`src/rtl/vscale_dmem_bridge_pkg.sv`:
```
// Shared types and constants for the vscale data-memory bridge.
package vscale_dmem_bridge_pkg;

  localparam int unsigned DmemStrbW          = 4;
  localparam int unsigned DmemTimeoutDefault = 255;

  // Pipeline access-size codes; LB/LH/LW reuse the SB/SH/SW codes with wen=0.
  localparam logic [2:0] MemTypeSb  = 3'd0;
  localparam logic [2:0] MemTypeSh  = 3'd1;
  localparam logic [2:0] MemTypeSw  = 3'd2;
  localparam logic [2:0] MemTypeLbu = 3'd4;
  localparam logic [2:0] MemTypeLhu = 3'd5;

  typedef enum logic [1:0] {
    StIdle = 2'd0,
    StReq  = 2'd1,
    StResp = 2'd2,
    StErr  = 2'd3
  } dmem_state_e;

endpackage

```
`src/rtl/vscale_dmem_strb_gen.sv`:
```
// Byte-enable and misalignment decode for one data-memory access.
module vscale_dmem_strb_gen
  import vscale_dmem_bridge_pkg::*;
(
  input  logic                 wen,
  input  logic [2:0]           size,
  input  logic [1:0]           addr_lo,
  output logic [DmemStrbW-1:0] strb,
  output logic                 misaligned
);

  // Decode lanes from size/offset; loads never assert byte enables.
  always_comb begin
    strb       = '0;
    misaligned = 1'b0;
    case (size)
      MemTypeSb, MemTypeLbu: strb = 4'b0001 << addr_lo;
      MemTypeSh, MemTypeLhu: begin
        strb       = addr_lo[1] ? 4'b1100 : 4'b0011;
        misaligned = addr_lo[0];
      end
      MemTypeSw: begin
        strb       = 4'b1111;
        misaligned = (addr_lo != 2'b00);
      end
      default: ;
    endcase
    if (!wen) begin
      strb = '0;
    end
  end

endmodule

```
`src/rtl/vscale_dmem_bridge.sv`:
```
// Bridge from the vscale split-phase dmem port to a valid/ready bus.
// One outstanding access. Optional response timeout via VSCALE_DMEM_TIMEOUT_EN.
module vscale_dmem_bridge
  import vscale_dmem_bridge_pkg::*;
#(
  parameter int unsigned TIMEOUT_CYCLES = DmemTimeoutDefault,
  parameter int unsigned TIMEOUT_CNT_W  = 8
) (
  input  logic                 clk,
  input  logic                 reset,
  input  logic                 dmem_en,
  input  logic                 dmem_wen,
  input  logic [2:0]           dmem_size,
  input  logic [31:0]          dmem_addr,
  input  logic [31:0]          dmem_wdata_delayed,
  output logic [31:0]          dmem_rdata,
  output logic                 dmem_wait,
  output logic                 dmem_badmem_e,
  output logic                 bus_req_valid,
  input  logic                 bus_req_ready,
  output logic                 bus_req_write,
  output logic [31:0]          bus_req_addr,
  output logic [31:0]          bus_req_wdata,
  output logic [DmemStrbW-1:0] bus_req_wstrb,
  input  logic                 bus_resp_valid,
  input  logic [31:0]          bus_resp_rdata,
  input  logic                 bus_resp_err
);

  if (TIMEOUT_CYCLES == 0 || 64'(TIMEOUT_CYCLES) >= (64'd1 << TIMEOUT_CNT_W)) begin : g_bad_cfg
    $error("TIMEOUT_CNT_W cannot hold TIMEOUT_CYCLES");
  end

  dmem_state_e          state_q, state_d;
  logic [29:0]          word_addr_q;
  logic                 wen_q;
  logic [DmemStrbW-1:0] strb_q;

  logic [DmemStrbW-1:0] strb_in;
  logic                 misaligned_in;
  logic                 accept;
  logic                 resp_hit;
  logic                 timeout;
  logic                 complete;

  vscale_dmem_strb_gen u_strb_gen (
    .wen        (dmem_wen),
    .size       (dmem_size),
    .addr_lo    (dmem_addr[1:0]),
    .strb       (strb_in),
    .misaligned (misaligned_in)
  );

  assign accept   = dmem_en & ~dmem_wait;
  assign complete = (state_q == StResp) & (resp_hit | timeout);

`ifdef VSCALE_DMEM_TIMEOUT_EN
  logic [TIMEOUT_CNT_W-1:0] cnt_q, cnt_d;
  logic                     orphan_q, orphan_d;

  // A response owed to a timed-out access must not complete a later one.
  assign resp_hit = bus_resp_valid & ~orphan_q;
  assign timeout  = (state_q == StResp) & ~resp_hit &
                    (cnt_q == TIMEOUT_CNT_W'(TIMEOUT_CYCLES - 1));

  // Response-wait counter and orphan-response tracking.
  always_comb begin
    cnt_d    = cnt_q;
    orphan_d = orphan_q;
    if (state_q == StReq && bus_req_ready) begin
      cnt_d = '0;
    end else if (state_q == StResp && !complete) begin
      cnt_d = cnt_q + TIMEOUT_CNT_W'(1);
    end
    if (timeout) begin
      orphan_d = 1'b1;
    end else if (orphan_q && bus_resp_valid) begin
      orphan_d = 1'b0;
    end
  end

  // Timeout state registers.
  always_ff @(posedge clk) begin
    if (reset) begin
      cnt_q    <= '0;
      orphan_q <= 1'b0;
    end else begin
      cnt_q    <= cnt_d;
      orphan_q <= orphan_d;
    end
  end
`else
  assign resp_hit = bus_resp_valid;
  assign timeout  = 1'b0;
`endif

  // Next state: an accept (only possible while not stalled) overrides the per-state move.
  always_comb begin
    state_d = state_q;
    unique case (state_q)
      StIdle, StErr: state_d = StIdle;
      StReq:         if (bus_req_ready) state_d = StResp;
      StResp:        if (complete) state_d = StIdle;
      default:       state_d = StIdle;
    endcase
    if (accept) begin
      state_d = misaligned_in ? StErr : StReq;
    end
  end

  // State and captured address-phase fields.
  always_ff @(posedge clk) begin
    if (reset) begin
      state_q     <= StIdle;
      word_addr_q <= '0;
      wen_q       <= 1'b0;
      strb_q      <= '0;
    end else begin
      state_q <= state_d;
      if (accept) begin
        word_addr_q <= dmem_addr[31:2];
        wen_q       <= dmem_wen;
        strb_q      <= strb_in;
      end
    end
  end

  // Pipeline- and bus-facing outputs, decoded from the current state.
  always_comb begin
    dmem_rdata    = '0;
    dmem_wait     = 1'b0;
    dmem_badmem_e = 1'b0;
    bus_req_valid = 1'b0;
    bus_req_write = 1'b0;
    bus_req_addr  = '0;
    bus_req_wdata = '0;
    bus_req_wstrb = '0;
    unique case (state_q)
      StIdle: ;
      StReq: begin
        bus_req_valid = 1'b1;
        bus_req_write = wen_q;
        bus_req_addr  = {word_addr_q, 2'b00};
        bus_req_wdata = dmem_wdata_delayed;
        bus_req_wstrb = strb_q;
        dmem_wait     = 1'b1;
      end
      StResp: begin
        dmem_wait = ~(resp_hit | timeout);
        if (resp_hit) begin
          dmem_rdata    = bus_resp_rdata;
          dmem_badmem_e = bus_resp_err;
        end else if (timeout) begin
          dmem_badmem_e = 1'b1;
        end
      end
      StErr:   dmem_badmem_e = 1'b1;
      default: ;
    endcase
  end

endmodule

```
`config.mk`:
```
export PLATFORM = sky130hd
export DESIGN_NAME = vscale_dmem_bridge
export DESIGN_NICKNAME = d
export VERILOG_FILES = /design/src/rtl/vscale_dmem_bridge_pkg.sv /design/src/rtl/vscale_dmem_strb_gen.sv /design/src/rtl/vscale_dmem_bridge.sv
export SDC_FILE = /design/constraint.sdc
export NUM_CORES = 1
export LEC_CHECK = 0
export ABC_AREA = 1
export BUFFER_PORTS_ARGS = -buffer_cell sky130_fd_sc_hd__clkbuf_2
export CORE_AREA = 2 2 82 84
export CTS_CLUSTER_DIAMETER = 120
export DETAILED_ROUTE_END_ITERATION = 10
export DIE_AREA = 0 0 84 86
export PLACE_DENSITY = 0.79
export SLEW_MARGIN = 20
export SYNTH_ARGS = -nofsm -noshare
export SYNTH_HDL_FRONTEND = slang
export SYNTH_SLANG_ARGS = --single-unit
```
`constraint.sdc`:
```
create_clock -name clk -period 2.9 [get_ports clk]
set_input_delay 0.58 -clock clk [delete_from_list [all_inputs] [get_ports clk]]
set_output_delay 0.58 -clock clk [all_outputs]
set_load 0.01 [all_outputs]
```
==> flow_metrics.tcl <==
set metrics [dict create \
    netSwitchingPower_mw 0.4006 \
    post-route-drc-count 0 \
    internal_power_mw 0.9128 \
    io_buffers 207 \
    grt_use_total_pct 18.11 \
    fin_crit_sh_pct 81.75 \
    path_class "reg2out" \
    slew_headroom_pct 47.50 \
    rows 29 \
    clockBufferDepth 2 \
    worst-path-max-fanout 19 \
    end_kind "output port" \
    finalNetCount 724 \
    areaGrowthSynthToFinish_pct 47.47 \
    cp-start-kind "flip-flop" \
    syn_area_sq_mm 0.002372 \
    post-dp-hpwl_microns 5453 \
    initial_utilization_pct 37.79 \
    hold_violations 0 \
    required_ns 2.32 \
    htreeDepth 2 \
    worstPathArrival_ns 1.79 \
    hp-class "reg2reg" \
    reg2reg_to "state_q[1]$_SDFFE_PP0P_" \
    ys_types 22 \
    antenna_cells 0 \
    regArea_sq_um 740.7 \
    r2r_slack_ns 1.12 \
    tightest_slew_ns 0.7866 \
    reg2reg_depth 7 \
    hold_end "word_addr_q[3]$_SDFFE_PP0P_" \
    boundaryPins 210 \
    cts.clk_slew.worst_paths_ns 0.07 \
    cts.sinks 37 \
    drive_gt1_share_pct 36.75 \
    use_met1_pct 20.08 \
    swShare_pct 30.50 \
    clock_latency_ns 0.28 \
    drt_first_pass_iters 5 \
    grt_antenna_before_repair 0 \
    postSynthCellCount 419 \
    total_power_mw 1.313 \
    ir_drop_uv 349.8 \
    cts_root_buf "clkbuf_8" \
    drt.antenna.violating_nets 0 \
    hold-worst-slack_ns 0.4825 \
    max_freq_mhz 421.8 \
    hold_buffers 0 \
    drv_cap 0 \
    busiest_layer "met2" \
    setup_viol 0 \
    slew_viol_final 0 \
    layout_commonest_cell "clkbuf_2" \
    cts_tree "built" \
    ys_warn_count 0 \
    cts-resized-gates 0 \
    core_area_sq_mm 0.006277 \
    tns_ns 0 \
    die_area_sq_mm 0.007224 \
    gp_congestion 0.8069 \
    grt_remaining_overflow 0 \
    dp.cells 684 \
    drt_wl_total_microns 6828 \
    finalCriticalPeriod_ns 2.371 \
    layout_common_cells "clkbuf_2, nor2_1, inv_1" \
    grt_max_degree 52 \
    ys_seq_area_share_pct 31.22 \
    worstReg2RegStart "state_q[0]$_SDFFE_PP0P_" \
    grt.met2_usage_pct 35.42 \
    drt_iter0_markers 87 \
    leakagePower_nw 2.587 \
    finClkSkew_ns 0.004646 \
    die_h_microns 86 \
    die_w_microns 84 \
    first_global_vias 2599 \
    min_from "word_addr_q[3]$_SDFFE_PP0P_" \
    vias 2937 \
    hold_depth 2 \
    wl_per_cell_microns 9.867 \
    combPwrFrac_pct 26.6 \
    ys_ff_latch 37 \
    nFillCells 662 \
    rsz0062_at_grt "false" \
    outcome "finished clean" \
    multi_input_area_sq_mm 0.001067 \
    postCtsSetupRepairBufs 0 \
    avgViaCountPerCell 4.244 \
    grt_pass1_wl_microns 11010 \
    layoutNonFillerInstCount 692 \
    clkPwrFrac_pct 29.8 \
    cts_buffers 5 \
    avgSynthCellArea_sq_um 5.662 \
    pwr-share-seq_pct 43.5 \
    p_per_area_mw_per_mm2 375.4 \
    use_met3_pct 4.042 \
]
==> power groups by stage <==
stage | Sequential, mW | Clock, mW | Combinational (mW)
global route | 0.576 | 0.433 | 0.400
global placement | 0.581 | 0 | 0.347
CTS | 0.572 | 0.406 | 0.354
floorplan | 0.579 | 0 | 0.214
finish | 0.572 | 0.392 | 0.350
detailed placement | 0.584 | 0 | 0.353
==> how the worst max path moves through the flow <==
stage,startpoint,endpoint,cells after the start
final,state_q[0]$_SDFFE_PP0P_,dmem_rdata[28],6
after global routing,state_q[0]$_SDFFE_PP0P_,dmem_rdata[27],6
after CTS,state_q[0]$_SDFFE_PP0P_,dmem_rdata[28],6
after detailed placement,state_q[0]$_SDFFE_PP0P_,dmem_rdata[28],6
after global placement,bus_resp_valid,dmem_rdata[30],5
after floorplan,state_q[0]$_SDFFE_PP0P_,dmem_rdata[10],5
==> per-stage QoR <==
step	area [sq um]	worst slack [ns]	utilization, %
after floorplan	2376	1.163	-
after global placement	3397	0.8842	54.12
after detailed placement	3397	0.8188	54.12
after CTS	3498	0.4964	55.73
after global routing	3498	0.3537	55.73
final	3498	0.5294	55.73
==> worst max-delay path, cell delays in order (launching register included) <==
cell      delay (ns)
dfxtp_1         0.40
inv_1           0.07
ha_1            0.23
nand2_1         0.32
buf_4           0.29
nor2_1          0.06
clkbuf_2        0.12
==> logic make-up (layout without fill, tap and decap cells) <==
logic type      Yosys count  count (layout)  share of synthesized area [%]
compound gates           41              41                          9.230
fa+ha+maj                 4               4                          2.110
buf+inv                 135             330                          24.05
flops                    37              37                          31.22
other cells               1               2                         0.1581
simple gates            201             201                          33.23
==> area by class of cell <==
class | instances | share of cell area (%)
multi-input combinational | 248 | 30.51
tap | 77 | 2.754
timing repair buffer | 209 | 30.40
sequential | 37 | 21.17
clock inverter | 1 | 0.1431
clock buffer | 7 | 2.754
inverter | 113 | 12.27
==> cell usage after synthesis <==
| master | instances | share of area, % |
|---|---|---|
| a21oi_1 | 2 | 0.42 |
| clkbuf_2 | 1 | 0.21 |
| nor2_2 | 2 | 0.53 |
| nand2_4 | 2 | 0.95 |
| nand2_1 | 77 | 12 |
| buf_6 | 6 | 2.8 |
| dfxtp_1 | 37 | 31 |
| conb_1 | 1 | 0.16 |
| nor2_1 | 113 | 18 |
| o21ai_1 | 4 | 0.84 |
| nand2_2 | 2 | 0.53 |
| inv_1 | 112 | 18 |
| ha_1 | 4 | 2.1 |
| a21boi_0 | 4 | 1.3 |
| nand3b_1 | 1 | 0.32 |
| buf_4 | 2 | 0.63 |
| clkbuf_1 | 9 | 1.4 |
| a31o_2 | 1 | 0.37 |
| inv_6 | 1 | 0.37 |
| nand3_1 | 4 | 0.84 |
| o21ai_0 | 30 | 6.3 |
| buf_2 | 4 | 0.84 |
==> per-layer routing <==
| metal | vias to the layer above | routed length (microns) |
|---|---|---|
| met5 | - | 0 |
| met4 | 0 | 39 |
| li1 | 1558 | - |
| met3 | 4 | 476 |
| met2 | 115 | 3565 |
| met1 | 1260 | 2746 |
==> sequential cells by signal, indices dropped and copies added (netlist names) <==
name and flops:
wen_q 1, word_addr_q 30, state_q 2, strb_q 4
No activity file was read; power rests on OpenSTA's default activity.
